===== config.mk =====
export PLATFORM = sky130hd
export DESIGN_NAME = router_pkt_tx_flat
export DESIGN_NICKNAME = d
export VERILOG_FILES = /design/src/rtl/router_pkt_tx_if.sv /design/src/rtl/router_pkt_tx.sv /design/src/flat_wrapper.sv
export SDC_FILE = /design/constraint.sdc
export NUM_CORES = 1
export LEC_CHECK = 0
export BUFFER_PORTS_ARGS = -buffer_cell sky130_fd_sc_hd__buf_2
export CAP_MARGIN = 20
export CORE_MARGIN = 8
export CORE_UTILIZATION = 45
export CTS_CLUSTER_DIAMETER = 150
export DETAILED_ROUTE_END_ITERATION = 16
export GPL_TIMING_DRIVEN = 0
export PLACE_DENSITY_LB_ADDON = 0.12
export SYNTH_ARGS = -nofsm -noshare
export SYNTH_HDL_FRONTEND = slang
export SYNTH_SLANG_ARGS = --single-unit

===== constraint.sdc =====
create_clock -name clock -period 3.6 [get_ports clock]
set_clock_uncertainty 0.1 [all_clocks]
set_input_delay 0.72 -clock clock [delete_from_list [all_inputs] [get_ports clock]]
set_output_delay 0.72 -clock clock [all_outputs]
set_load 0.005 [all_outputs]

===== src/rtl/router_pkt_tx_if.sv =====
// Handshake and byte bus between a packet source and the router packet transmitter.
// The slave modport is the transmitter's view; the master modport is the driver's view.
interface router_pkt_tx_if;
  logic       start;
  logic [1:0] addr;
  logic [5:0] payload_len;
  logic       corrupt_parity;
  logic       pl_valid;
  logic [7:0] pl_data;
  logic       pl_ready;
  logic       busy;
  logic [7:0] data_out;
  logic       pkt_valid;
  logic       tx_busy;
  logic       done;
  logic       err_req;

  modport master (
    output start, addr, payload_len, corrupt_parity, pl_valid, pl_data, busy,
    input  pl_ready, data_out, pkt_valid, tx_busy, done, err_req
  );

  modport slave (
    input  start, addr, payload_len, corrupt_parity, pl_valid, pl_data, busy,
    output pl_ready, data_out, pkt_valid, tx_busy, done, err_req
  );
endinterface


===== src/rtl/router_pkt_tx.sv =====
// Buffers a payload, then streams header, payload and parity bytes to the router,
// holding the current byte while the router stalls; all outputs are registered.
module router_pkt_tx #(
  parameter int GAP_CYCLES = 2
) (
  input logic            clock,
  input logic            resetn,
  router_pkt_tx_if.slave bus
);
  localparam int GW = (GAP_CYCLES > 1) ? $clog2(GAP_CYCLES) : 1;
  localparam logic [GW-1:0] GAP_LAST = GW'((GAP_CYCLES > 0) ? GAP_CYCLES - 1 : 0);

  typedef enum logic [2:0] {
    IDLE    = 3'd0,
    LOAD    = 3'd1,
    HEADER  = 3'd2,
    PAYLOAD = 3'd3,
    PARITY  = 3'd4,
    GAP     = 3'd5
  } state_t;

  function automatic logic [7:0] header_byte(input logic [5:0] len, input logic [1:0] dst);
    return {len, dst};
  endfunction

  state_t        state_r, state_s;
  logic [1:0]    addr_r, addr_s;
  logic [5:0]    len_r, len_s;
  logic          corrupt_r, corrupt_s;
  logic [5:0]    wr_cnt_r, wr_cnt_s;
  logic [5:0]    rd_cnt_r, rd_cnt_s;
  logic [7:0]    parity_r, parity_s;
  logic [GW-1:0] gap_cnt_r, gap_cnt_s;
  logic [7:0]    data_out_r, data_out_s;
  logic          pkt_valid_r, pkt_valid_s;
  logic          pl_ready_r, pl_ready_s;
  logic          tx_busy_r, tx_busy_s;
  logic          done_r, done_s;
  logic          err_req_r, err_req_s;
  logic          buf_we_s;
  logic          accept_s;
  logic [7:0]    pay_buf_r [0:63];

  assign accept_s = bus.pl_valid & pl_ready_r;

  // State, counters and registered outputs
  always_ff @(posedge clock or negedge resetn) begin
    if (!resetn) begin
      state_r     <= IDLE;
      addr_r      <= 2'd0;
      len_r       <= 6'd0;
      corrupt_r   <= 1'b0;
      wr_cnt_r    <= 6'd0;
      rd_cnt_r    <= 6'd0;
      parity_r    <= 8'd0;
      gap_cnt_r   <= '0;
      data_out_r  <= 8'd0;
      pkt_valid_r <= 1'b0;
      pl_ready_r  <= 1'b0;
      tx_busy_r   <= 1'b0;
      done_r      <= 1'b0;
      err_req_r   <= 1'b0;
    end else begin
      state_r     <= state_s;
      addr_r      <= addr_s;
      len_r       <= len_s;
      corrupt_r   <= corrupt_s;
      wr_cnt_r    <= wr_cnt_s;
      rd_cnt_r    <= rd_cnt_s;
      parity_r    <= parity_s;
      gap_cnt_r   <= gap_cnt_s;
      data_out_r  <= data_out_s;
      pkt_valid_r <= pkt_valid_s;
      pl_ready_r  <= pl_ready_s;
      tx_busy_r   <= tx_busy_s;
      done_r      <= done_s;
      err_req_r   <= err_req_s;
    end
  end

  // Payload buffer write port (contents need no reset)
  always_ff @(posedge clock) begin
    if (buf_we_s) begin
      pay_buf_r[wr_cnt_r] <= bus.pl_data;
    end
  end

  // Next-state, counter and next-output logic
  always_comb begin
    state_s   = state_r;
    addr_s    = addr_r;
    len_s     = len_r;
    corrupt_s = corrupt_r;
    wr_cnt_s  = wr_cnt_r;
    rd_cnt_s  = rd_cnt_r;
    parity_s  = parity_r;
    gap_cnt_s = gap_cnt_r;
    done_s    = 1'b0;
    err_req_s = 1'b0;
    buf_we_s  = 1'b0;

    case (state_r)
      IDLE: begin
        if (bus.start) begin
          if ((bus.payload_len == 6'd0) || (bus.addr == 2'd3)) begin
            err_req_s = 1'b1;
          end else begin
            state_s   = LOAD;
            addr_s    = bus.addr;
            len_s     = bus.payload_len;
            corrupt_s = bus.corrupt_parity;
            parity_s  = header_byte(bus.payload_len, bus.addr);
            wr_cnt_s  = 6'd0;
          end
        end else begin
          state_s = IDLE;
        end
      end
      LOAD: begin
        if (accept_s) begin
          buf_we_s = 1'b1;
          parity_s = parity_r ^ bus.pl_data;
          wr_cnt_s = wr_cnt_r + 6'd1;
          if (wr_cnt_r == (len_r - 6'd1)) begin
            state_s = HEADER;
          end else begin
            state_s = LOAD;
          end
        end else begin
          state_s = LOAD;
        end
      end
      HEADER: begin
        if (!bus.busy) begin
          state_s  = PAYLOAD;
          rd_cnt_s = 6'd0;
        end else begin
          state_s = HEADER;
        end
      end
      PAYLOAD: begin
        if (!bus.busy) begin
          if (rd_cnt_r == (len_r - 6'd1)) begin
            state_s = PARITY;
          end else begin
            rd_cnt_s = rd_cnt_r + 6'd1;
          end
        end else begin
          state_s = PAYLOAD;
        end
      end
      PARITY: begin
        if (!bus.busy) begin
          done_s    = 1'b1;
          gap_cnt_s = '0;
          state_s   = (GAP_CYCLES == 0) ? IDLE : GAP;
        end else begin
          state_s = PARITY;
        end
      end
      GAP: begin
        if (gap_cnt_r == GAP_LAST) begin
          state_s = IDLE;
        end else begin
          gap_cnt_s = gap_cnt_r + 1'b1;
        end
      end
      default: begin
        state_s = IDLE;
      end
    endcase

    // Outputs are derived from the upcoming state so a stall re-selects the same byte
    data_out_s  = 8'd0;
    pkt_valid_s = 1'b0;
    case (state_s)
      HEADER: begin
        data_out_s  = header_byte(len_s, addr_s);
        pkt_valid_s = 1'b1;
      end
      PAYLOAD: begin
        data_out_s  = pay_buf_r[rd_cnt_s];
        pkt_valid_s = 1'b1;
      end
      PARITY: begin
        data_out_s  = parity_s ^ {8{corrupt_s}};
        pkt_valid_s = 1'b0;
      end
      default: begin
        data_out_s  = 8'd0;
        pkt_valid_s = 1'b0;
      end
    endcase
    pl_ready_s = (state_s == LOAD);
    tx_busy_s  = (state_s != IDLE);
  end

  assign bus.data_out  = data_out_r;
  assign bus.pkt_valid = pkt_valid_r;
  assign bus.pl_ready  = pl_ready_r;
  assign bus.tx_busy   = tx_busy_r;
  assign bus.done      = done_r;
  assign bus.err_req   = err_req_r;
endmodule


===== src/flat_wrapper.sv =====
// flat-port wrapper written by rule: the top's interface ports become plain ports
module router_pkt_tx_flat 
#(
  parameter int GAP_CYCLES = 2
)
  (clock, resetn, bus_start, bus_addr, bus_payload_len, bus_corrupt_parity, bus_pl_valid, bus_pl_data, bus_busy, bus_pl_ready, bus_data_out, bus_pkt_valid, bus_tx_busy, bus_done, bus_err_req);
  router_pkt_tx_if bus_i ();
  input logic clock;
  input logic resetn;
  input wire logic [$bits(bus_i.start)-1:0] bus_start;
  input wire logic [$bits(bus_i.addr)-1:0] bus_addr;
  input wire logic [$bits(bus_i.payload_len)-1:0] bus_payload_len;
  input wire logic [$bits(bus_i.corrupt_parity)-1:0] bus_corrupt_parity;
  input wire logic [$bits(bus_i.pl_valid)-1:0] bus_pl_valid;
  input wire logic [$bits(bus_i.pl_data)-1:0] bus_pl_data;
  input wire logic [$bits(bus_i.busy)-1:0] bus_busy;
  output wire logic [$bits(bus_i.pl_ready)-1:0] bus_pl_ready;
  output wire logic [$bits(bus_i.data_out)-1:0] bus_data_out;
  output wire logic [$bits(bus_i.pkt_valid)-1:0] bus_pkt_valid;
  output wire logic [$bits(bus_i.tx_busy)-1:0] bus_tx_busy;
  output wire logic [$bits(bus_i.done)-1:0] bus_done;
  output wire logic [$bits(bus_i.err_req)-1:0] bus_err_req;
  assign bus_i.start = bus_start;
  assign bus_i.addr = bus_addr;
  assign bus_i.payload_len = bus_payload_len;
  assign bus_i.corrupt_parity = bus_corrupt_parity;
  assign bus_i.pl_valid = bus_pl_valid;
  assign bus_i.pl_data = bus_pl_data;
  assign bus_i.busy = bus_busy;
  assign bus_pl_ready = bus_i.pl_ready;
  assign bus_data_out = bus_i.data_out;
  assign bus_pkt_valid = bus_i.pkt_valid;
  assign bus_tx_busy = bus_i.tx_busy;
  assign bus_done = bus_i.done;
  assign bus_err_req = bus_i.err_req;
  router_pkt_tx #(.GAP_CYCLES(GAP_CYCLES)) u_core (.clock(clock), .resetn(resetn), .bus(bus_i));
endmodule

* Word level (Yosys, flattened, before mapping) *
Memory sizes are Yosys's and may differ from the RTL's.
Cells that the tools add are included.

operators by class
  $add $sub $neg = 4
  equality and inequality tests = 16
  muxes and demuxes = 45
  bitwise operators = 3
  reduce and logical (&&, ||, !) cells = 9

operator list
  operator                                               number
  two-way mux 6 bit                                      9
  two-way mux 8 bit                                      3
  case mux 6 bit (2 select lines)                        2
  case mux 8 bit (3 select lines)                        1
  case mux 3 bit (6 select lines)                        1
  two-way mux 1 bit                                      17
  case mux 8 bit (2 select lines)                        1
  bitwise XOR 8 bit                                      2
  two-way mux 3 bit                                      5
  adder 6 x 1 -> 6 bit, second input constant            2
  equality test 3 x 2 -> 1 bit, second input constant    4
  equality test 6 bit                                    2
  two-way mux 2 bit                                      5
  equality test 3 bit, second input constant             3
  equality test 3 x 1 -> 1 bit, second input constant    2
  zero test 6 bit                                        1
  inequality test 2 bit, second input constant           3
  subtractor 6 x 1 -> 6 bit, second input constant       1
  AND reduction 4 bit                                    1
  nonzero test 2 bit                                     2
  zero test 3 bit                                        1
  nonzero test 3 bit                                     1
  equality test 2 bit, second input constant             1
  inequality test 2 x 1 -> 1 bit, second input constant  1
  other kinds (6)                                        6

word-level totals
  register bits after elaboration = 46
  bits in writable memories = 512
  input port bits = 22
  output and inout bits = 13
  logic and storage cells = 92
  memories = 1

memory list
  name              depth  bits a word  rd ports  clocked after Yosys merged registers in  wr ports  RTL line             source
  u_core.pay_buf_r  64     8            1         0                                        1         router_pkt_tx.sv:42  logic [7:0] pay_buf_r [0:63];

* Longest topological paths before layout *
Gate-level depths: netlist of the first run.

  depth in word-level cells = 8
  depth in mapped cells = 19
  mapped depth without buffers = 14

* Worst setup path after synthesis of the first run *
Ideal clock, no wire load.

  path kind = register -> register
  start point = register u_core.len_r[0]
  end point = register u_core.data_out_r[6] (netlist: u_core.bus.data_out[6])
  library setup time = 0.126 ns
  arrival = 3.535 ns
  path slack = -0.161 ns
  stages on the path, launching flop included = 14
  buffers on the path = 0
  clock period less this slack = 3.761 ns
  cells stage by stage = dfrtp_1 > inv_1 > ha_1 > nor3b_1 > xnor2_1 > o221a_2 > a211oi_4 > nor3_4 > inv_6 > mux4_2 > nand2_1 > o21ai_1 > or4b_1 > a311o_1

on the way
  longest elaborated chain between the ends = 7
  elaborated cells on any way between the ends = 16
  classes of those cells = add/sub (1); eq/ne (5); mux (9); memory (1)

ends and longest elaborated chain
  item                                                                                       RTL line                                    source
  start, declared                                                                            router_pkt_tx.sv:28                         logic [5:0] len_r, len_s;
  start signal, assigned                                                                     router_pkt_tx.sv:66                         len_r <= len_s;
  subtractor 6 x 1 -> 6 bit (*)                                                              router_pkt_tx.sv:124, router_pkt_tx.sv:143
  equality test 6 bit, on equally long branches                                              router_pkt_tx.sv:143, router_pkt_tx.sv:124
  two-way mux 6 bit (tied with other cells)                                                  router_pkt_tx.sv:143                        if (rd_cnt_r == (len_r - 6'd1)) begin
  two-way mux 6 bit (tied with other cells)                                                  router_pkt_tx.sv:142                        if (!bus.busy) begin
  case mux 6 bit (2 select lines) / case mux 3 bit (6 select lines) (equally long branches)  router_pkt_tx.sv:102                        case (state_r)
  memory (64 x 8 bit) (tied with other cells)                                                -
  case mux 8 bit (3 select lines) (*)                                                        router_pkt_tx.sv:176                        case (state_s)
  net u_core.data_out_s[6]                                                                   router_pkt_tx.sv:34                         logic [7:0] data_out_r, data_out_s;
  end signal, assigned                                                                       router_pkt_tx.sv:72                         data_out_r <= data_out_s;
  end, declared                                                                              router_pkt_tx.sv:34

The timed path passes the listed nets; every way through them passes the cells marked *.
A chain may end at the register's enable or synchronous reset.

* Worst setup path after layout of the first run *
  start point = register u_core.len_r[2]
  end point = register u_core.data_out_r[1] (netlist: u_core.bus.data_out[1])

Same word-level chain as after synthesis.

==> impl_metrics.py, run 1 <==
metrics = {
    "sta": {
        "grt_setup_unrepaired": "true",
        "setup_ws_ns": -0.5819,
        "slew_violations": 0,
        "post-route-period-util_pct": 116.2,
        "max_freq_mhz": 239.1,
        "period_needed_ns": 4.182,
        "setup_viol_count_final": 8,
        "max-slew-margin-rel_pct": 42.37,
        "tightest_slew_ns": 0.8613,
        "finalHoldViolations": 0,
        "setup_tns_ns": -4.402,
    },
    "cts": {
        "cts_max_path_buffers": 3,
        "root_buffer": "clkbuf_16",
        "numCtsBuffers": 59,
        "clk_pin_slew_worst_paths_ns": 0.06,
        "cts.htree.levels": 2,
        "clock_sinks": 558,
        "insertion_delay_ns": 0.65,
        "cts_tree": "yes",
    },
    "floorplanning": {
        "rows": 84,
        "io_pins": 35,
        "fp.dieH_um": 246.1,
        "initial_core_util_pct": 45.44,
        "core_mm2": 0.05245,
        "die_w_um": 246.1,
        "dieArea_mm2": 0.06058,
    },
    "cells_and_area": {
        "drive_gt1_share_pct": 24.84,
        "final_common_cell": "edfxtp_1",
        "multi_input_area_mm2": 0.007725,
        "synthToLayoutAreaGrowth_pct": 22.60,
        "utilization_pct": 55.71,
        "layout_common_cells": "edfxtp_1, nand2_1, nor2_1",
        "stdcell_area_mm2": 0.02922,
        "fillers": 4274,
        "fin_nets": 1972,
        "ff_latch_area_mm2": 0.01653,
    },
    "setup_path": {
        "cpPeakStageDelay_ns": 0.42,
        "worstPathRequired_ns": 3.92,
        "crit_type": "reg2reg",
        "cpMaxStageDelayCell": "or3_4",
        "critPathMaxFanout": 10,
        "reg2reg_from": "u_core.len_r[2]$_DFF_PN0_",
        "path_delay_family": "compound AO/OA/AOI/OAI gates",
        "r2r_slack_ns": -0.58,
        "critPathLaunchType": "flip-flop",
        "arrival_ns": 4.50,
        "crit_top_cell": "buf_4",
        "endpoint_kind": "flip-flop",
        "worstRegToRegCells": 17,
        "path_cells": "or3_4, o32a_1, o221a_4, a211oi_4, nor3_4, buf_4, buf_6, buf_8, clkbuf_16, nand2_1, a32oi_1, o22ai_2, a211oi_2, buf_4, buf_4, o21ai_2, nand4b_1",
        "timing.rr.end": "u_core.bus.data_out[1]$_DFF_PN0_",
        "critPathBufInv": 6,
    },
    "synthesis": {
        "netlist_area_mm2": 0.02383,
        "ys_warn_count": 0,
        "synth-main-ff-cell": "edfxtp_1",
        "synth_cell_type_count": 82,
        "avgSynthCellArea_um2": 13.23,
        "synth-seq-cells": 558,
        "synth_edf_count": 512,
        "synthesis.instances": 1801,
        "synth_nets": 1826,
        "yosysSeqAreaShare_pct": 69.34,
        "async_flop_share_pct": 8.244,
    },
    "placement": {
        "dpl_cell_area_mm2": 0.02501,
        "portBuffers": 34,
        "gp_congestion": 0.9440,
        "hpwl_mm": 56.25,
        "dp_slack_ns": -2.156,
    },
    "routing": {
        "routed_wl_mm": 84.16,
        "firstDrtPassIters": 8,
        "drcViolationCount": 0,
        "detail-route-antenna-nets": 0,
        "vias_per_cell": 6.375,
        "routedWlPerCell_um": 31.33,
        "drt_first_iter_violations": 2296,
        "vias": 17120,
    },
    "power_and_ir_drop": {
        "seqPwrFrac_pct": 29.9,
        "p_comb_share_pct": 43.8,
        "p_sw_uw": 9758,
        "swShare_pct": 38.92,
        "ir_drop_v": 0.0004642,
        "clkPwrFrac_pct": 26.4,
        "power_density_mw_per_mm2": 858.0,
        "internal_power_uw": 15310,
        "power_leakage_uw": 0.009715,
        "power_uw": 25070,
    },
    "run_status": {
        "violations": "setup timing",
        "status": "finished with violations",
    },
    "global_routing": {
        "grtUsageTotal_pct": 27.50,
        "grt_pass1_wl_mm": 119.7,
        "grt_pass1_vias": 16600,
        "gr-total-overflow": 0,
        "antenna_found_initial": 2,
        "grt_max_degree": 67,
    },
    "worst_hold_path": {
        "min_delay_path_depth": 3,
        "min_to": "u_core.len_r[2]$_DFF_PN0_",
        "min_path_type": "in2reg",
        "hp-start": "bus_payload_len[2]",
    },
    "flow_run": {
        "cap_violations": 0,
    },
}
## metal layers
| metal | routed length (µm) | global-route usage, % |
|---|---|---|
| met2 | 37540 | 41.48 |
| met5 | 12 | 0 |
| met1 | 34140 | 37.83 |
| met4 | 4557 | 14.39 |
| met3 | 7914 | 4.960 |
## kinds of logic after synthesis
group                      count (synthesis)  share of synthesized area, %
buffers and inverters                    134                         2.761
xor gates and xnor gates                  26                        0.9555
and+or+nand+nor                          626                         11.60
muxes                                     66                         3.738
AOI/OAI and AO/OA                        388                         11.44
DFF                                      558                         69.34
adders and majority gates                  3                        0.1575
## registers in the layout (all words and copies together), names as in the netlist, 2 cells and up
signal,cells
u_core.addr_r,2
u_core.len_r,6
u_core.bus.data_out,8
u_core.state_r,3
u_core.pay_buf_r,512
u_core.wr_cnt_r,6
u_core.parity_r,8
u_core.rd_cnt_r,6
## worst register-to-register path, cell delays in order, from the launching register on
cell and delay (ns):
dfrtp_2 0.41, or3_4 0.42, o32a_1 0.41, o221a_4 0.30, a211oi_4 0.37, nor3_4 0.13, buf_4 0.16, buf_6 0.12
buf_8 0.16, clkbuf_16 0.21, nand2_1 0.08, a32oi_1 0.12, o22ai_2 0.26, a211oi_2 0.06, buf_4 0.16, buf_4 0.14
o21ai_2 0.10, nand4b_1 0.26
## cell usage after synthesis, drive strengths merged, types with 9 or more instances
library cell | count | area [µm²]
edfxtp | 512 | 15370
clkbuf | 47 | 177.7
buf | 69 | 407.9
inv | 17 | 68.82
nor2b | 19 | 118.9
mux2i | 44 | 440.4
o2111ai | 10 | 87.58
mux4 | 18 | 405.4
nand2 | 284 | 1074
nor4 | 11 | 68.82
nand4 | 9 | 56.30
o21ai | 76 | 380.4
and3 | 15 | 93.84
a211oi | 23 | 185.2
nor3 | 33 | 181.4
dfrtp | 46 | 1151
a31oi | 27 | 168.9
nor2 | 157 | 589.3
o221ai | 24 | 227.7
o31ai | 12 | 95.09
nand2b | 10 | 62.56
a211o | 9 | 78.83
a221oi | 35 | 306.5
xnor2 | 18 | 157.7
a21oi | 74 | 370.4
nand3 | 53 | 265.3
o211ai | 26 | 195.2
## power groups by stage
stage,sequential [µW],combinational (µW),clock (µW)
after floorplan,7580,4870,0
after global placement,7620,8230,0
after detailed placement,7620,8310,0
after CTS,7480,10300,6660
after global routing,7510,11300,6880
final,7480,11000,6610
## stage by stage
step | hold WS [ns] | cells
4_1_cts | 0.1996 | 2669
3_5_place_dp | 0.3672 | 2530
2_1_floorplan | 0.3244 | 1801
3_3_place_gp | 0.3564 | 2523
5_1_grt | 0.2746 | 2686
6_report | 0.2740 | 2686
## area by class of cell
class | count | area share [%]
flip-flops and latches | 558 | 56.57
multi-input cells | 1109 | 26.44
clock buffers | 71 | 5.314
plain buffers | 113 | 3.974
well taps | 688 | 2.946
repair buffers | 88 | 2.629
clock inverters | 40 | 1.828
inverters | 18 | 0.2955
diodes | 1 | 0.008564
## worst max path at each step
stage                                                   to  slack (ns)                      start  cells past startpoint
after floorplan           u_core.bus.data_out[6]$_DFF_PN0_       -0.04  u_core.len_r[2]$_DFF_PN0_                     11
after global placement    u_core.bus.data_out[1]$_DFF_PN0_       -2.48  u_core.len_r[0]$_DFF_PN0_                     12
after detailed placement  u_core.bus.data_out[7]$_DFF_PN0_       -2.16  u_core.len_r[0]$_DFF_PN0_                     16
after CTS                 u_core.bus.data_out[0]$_DFF_PN0_       -0.51  u_core.len_r[2]$_DFF_PN0_                     15
after global routing      u_core.bus.data_out[0]$_DFF_PN0_       -0.67  u_core.len_r[0]$_DFF_PN0_                     17
final                     u_core.bus.data_out[1]$_DFF_PN0_       -0.58  u_core.len_r[2]$_DFF_PN0_                     17
## what timing repair did
item,in CTS,in global routing
pin swaps,66,26
endpoints found under the setup margin,122,388
resized for setup,354,88
setup buffers,29,12
endpoints found under the hold margin,0,16
hold buffers,0,1
cloned,2,0
Power figures use the tool's default switching activity.
==> inputs of run 2 (changes only) <==
--- a/config.mk
+++ b/config.mk
@@ -7,8 +7,10 @@
 export LEC_CHECK = 0
 export BUFFER_PORTS_ARGS = -buffer_cell sky130_fd_sc_hd__buf_2
 export CAP_MARGIN = 20
+export CORE_ASPECT_RATIO = 1.2
 export CORE_MARGIN = 8
 export CORE_UTILIZATION = 45
+export CTS_BUF_LIST = sky130_fd_sc_hd__clkbuf_4
 export CTS_CLUSTER_DIAMETER = 150
 export DETAILED_ROUTE_END_ITERATION = 16
 export GPL_TIMING_DRIVEN = 0
==> constraint.sdc (replaced) <==
create_clock -name clock -period 5.31 [get_ports clock]
set_clock_uncertainty 0.1 [all_clocks]
set_input_delay 1.062 -clock clock [delete_from_list [all_inputs] [get_ports clock]]
set_output_delay 1.062 -clock clock [all_outputs]
set_load 0.005 [all_outputs]
==> run 2 against run 1 <==
  * The run still ends with setup timing left
  * Non-clock buffer count decreased by 40
  * Fmax decreased by 22%
  * Clock power decreased by 46%
  * Critical path depth decreased by 2
  * Combinational power decreased by 46%
  * Routed wire length decreased by 1.5%
  * Clock-buffer cell count increased by 123
  * Hold slack got worse by 0.24 ns
  * Total power decreased by 42%
  * Setup slack improved by 0.50 ns
  * Cell count increased by 3.8%
  * Critical path type unchanged
  * Highest routed layer is now met4
==> impl_metrics.py, run 2 (synthesis results as in run 1) <==
metrics = {
    "sta": {
        "period_needed_ns": 5.393,
        "max_freq_mhz": 185.4,
        "setup_ws_ns": -0.08336,
        "setup_viol_count_final": 1,
        "tightest_slew_ns": 1.160,
        "grt_setup_unrepaired": "false",
        "max-slew-margin-rel_pct": 22.37,
        "post-route-period-util_pct": 101.6,
        "slew_violations": 0,
        "finalHoldViolations": 0,
    },
    "routing": {
        "wl_met1_mm": 30.39,
        "vias_per_cell": 6.243,
        "routed_wl_mm": 82.88,
        "vias": 17400,
        "routedWlPerCell_um": 29.74,
        "highest_layer": "met4",
        "dr_wl_met2_mm": 39.02,
        "dr_wl_met3_mm": 7.863,
        "firstDrtPassIters": 5,
        "drt_first_iter_violations": 2133,
        "detail-route-antenna-nets": 0,
        "drcViolationCount": 0,
    },
    "cts": {
        "clk_pin_slew_worst_paths_ns": 0.08,
        "insertion_delay_ns": 0.87,
        "cts.htree.levels": 4,
        "cts_tree": "yes",
        "numCtsBuffers": 143,
        "clock_sinks": 558,
        "cts_hold_buffers": 0,
        "cts_max_path_buffers": 3,
        "root_buffer": "clkbuf_4",
    },
    "setup_path": {
        "endpoint_kind": "flip-flop",
        "reg2reg_from": "u_core.len_r[0]$_DFF_PN0_",
        "critPathLaunchType": "flip-flop",
        "timing.rr.end": "u_core.bus.data_out[1]$_DFF_PN0_",
        "worstRegToRegCells": 15,
        "cpMaxStageDelayCell": "clkbuf_1",
        "worstPathRequired_ns": 5.96,
        "path_cells": "inv_1, ha_1, nor3b_2, xnor2_1, o221a_2, a211oi_4, nor3_4, clkbuf_1, clkbuf_2, nor2_1, o21ai_0, a21oi_1, nor4_1, o21ai_1, nand4b_1",
        "cpPeakStageDelay_ns": 0.80,
        "crit_type": "reg2reg",
        "r2r_slack_ns": -0.08,
        "arrival_ns": 6.04,
        "critPathMaxFanout": 10,
    },
    "power_and_ir_drop": {
        "power_density_mw_per_mm2": 542.2,
        "ir_drop_v": 0.0001813,
        "power_leakage_uw": 0.009115,
    },
    "cells_and_area": {
        "regMostFlops": "u_core.pay_buf_r",
        "layout_common_cells": "edfxtp_1, nand2_1, clkbuf_4",
        "drive_gt1_share_pct": 18.60,
        "multi_input_area_mm2": 0.006750,
        "fin_nets": 2016,
        "largest_reg_flops": 512,
        "ff_latch_area_mm2": 0.01653,
        "utilization_pct": 51.33,
        "synthToLayoutAreaGrowth_pct": 13.06,
        "final_common_cell": "edfxtp_1",
        "fillers": 4675,
    },
    "floorplanning": {
        "fp.dieH_um": 268.1,
        "initial_core_util_pct": 45.40,
        "core_mm2": 0.05249,
        "rows": 92,
        "io_pins": 35,
        "dieArea_mm2": 0.06061,
        "die_w_um": 226.1,
    },
    "global_routing": {
        "grt_pass1_wl_mm": 117.3,
        "antenna_found_initial": 1,
        "gr-total-overflow": 0,
        "grt_pass1_vias": 17060,
        "grt_max_degree": 66,
        "grtUsageTotal_pct": 27.32,
    },
    "placement": {
        "dp_slack_ns": -0.6720,
        "portBuffers": 34,
        "gp_congestion": 0.9601,
        "hpwl_mm": 56.90,
    },
    "worst_hold_path": {
        "min_path_type": "in2async",
    },
    "flow_run": {
        "cap_violations": 0,
    },
    "run_status": {
        "status": "finished with violations",
        "violations": "setup timing",
    },
}
[run 2: layer usage]
metal | track usage, % | up-vias
li1 | - | 7360
met1 | 33.43 | 8649
met2 | 44.09 | 1100
met3 | 5.261 | 290
met4 | 17.89 | 0
met5 | 0 | -
[run 2: what timing repair did]
action                                  in CTS  in global routing
endpoints found under the hold margin        0                  0
resized for setup                           21                 24
pin swaps                                    0                  2
endpoints found under the setup margin       6                  7
buffers inserted                             0                  1
[run 2: area by class of cell]
type | instances | area share, %
diodes | 1 | 0.009287
plain buffers | 115 | 2.266
clock buffers | 194 | 5.405
clock inverters | 41 | 1.008
inverters | 18 | 0.2740
multi-input cells | 1109 | 25.05
flip-flops and latches | 558 | 61.33
well taps | 705 | 3.274
repair buffers | 46 | 1.384
[run 2: through the flow]
stage / power [µW] / hold slack, ns / area [µm²] / setup TNS (ns) / cells
2_1_floorplan: 8422 / 0.3397 / 23830 / 0 / 1801
3_3_place_gp: 10780 / 0.3579 / 24890 / -3.936 / 2540
3_5_place_dp: 10840 / 0.3611 / 25050 / -3.193 / 2548
4_1_cts: 14470 / 0.2185 / 26830 / 0 / 2783
5_1_grt: 15090 / 0.0009572 / 26950 / 0 / 2787
6_report: 14610 / 0.02932 / 26950 / -0.08336 / 2787
[run 2: worst max path at each step]
stage                         startpoint                          endpoint  slack, ns  cells after the start
3_3_place_gp   u_core.len_r[0]$_DFF_PN0_  u_core.bus.data_out[1]$_DFF_PN0_      -0.69                     12
4_1_cts        u_core.len_r[0]$_DFF_PN0_  u_core.bus.data_out[7]$_DFF_PN0_      0.001                     17
5_1_grt        u_core.len_r[0]$_DFF_PN0_  u_core.bus.data_out[7]$_DFF_PN0_      0.006                     19
2_1_floorplan                   bus_busy  u_core.bus.data_out[0]$_DFF_PN0_       1.37                     15
6_report       u_core.len_r[0]$_DFF_PN0_  u_core.bus.data_out[1]$_DFF_PN0_      -0.08                     15
3_5_place_dp                    bus_busy  u_core.bus.data_out[7]$_DFF_PN0_      -0.67                     17
[run 2: where the power goes]
part | internal [µW] | leakage (µW) | switching, µW
sequential | 4960 | 0.00518 | 115
clock | 1870 | 0.00103 | 1720
combinational | 1730 | 0.00291 | 4210
[run 2: worst max-delay path: cells and delay by family, from the launching register on]
kind / cells / cell delay, ns
compound gates: 5 / 1.06
xor+xnor: 1 / 0.40
fa+ha+maj: 1 / 0.22
buf+inv: 3 / 1.45
flops: 1 / 0.48
simple gates: 5 / 1.52
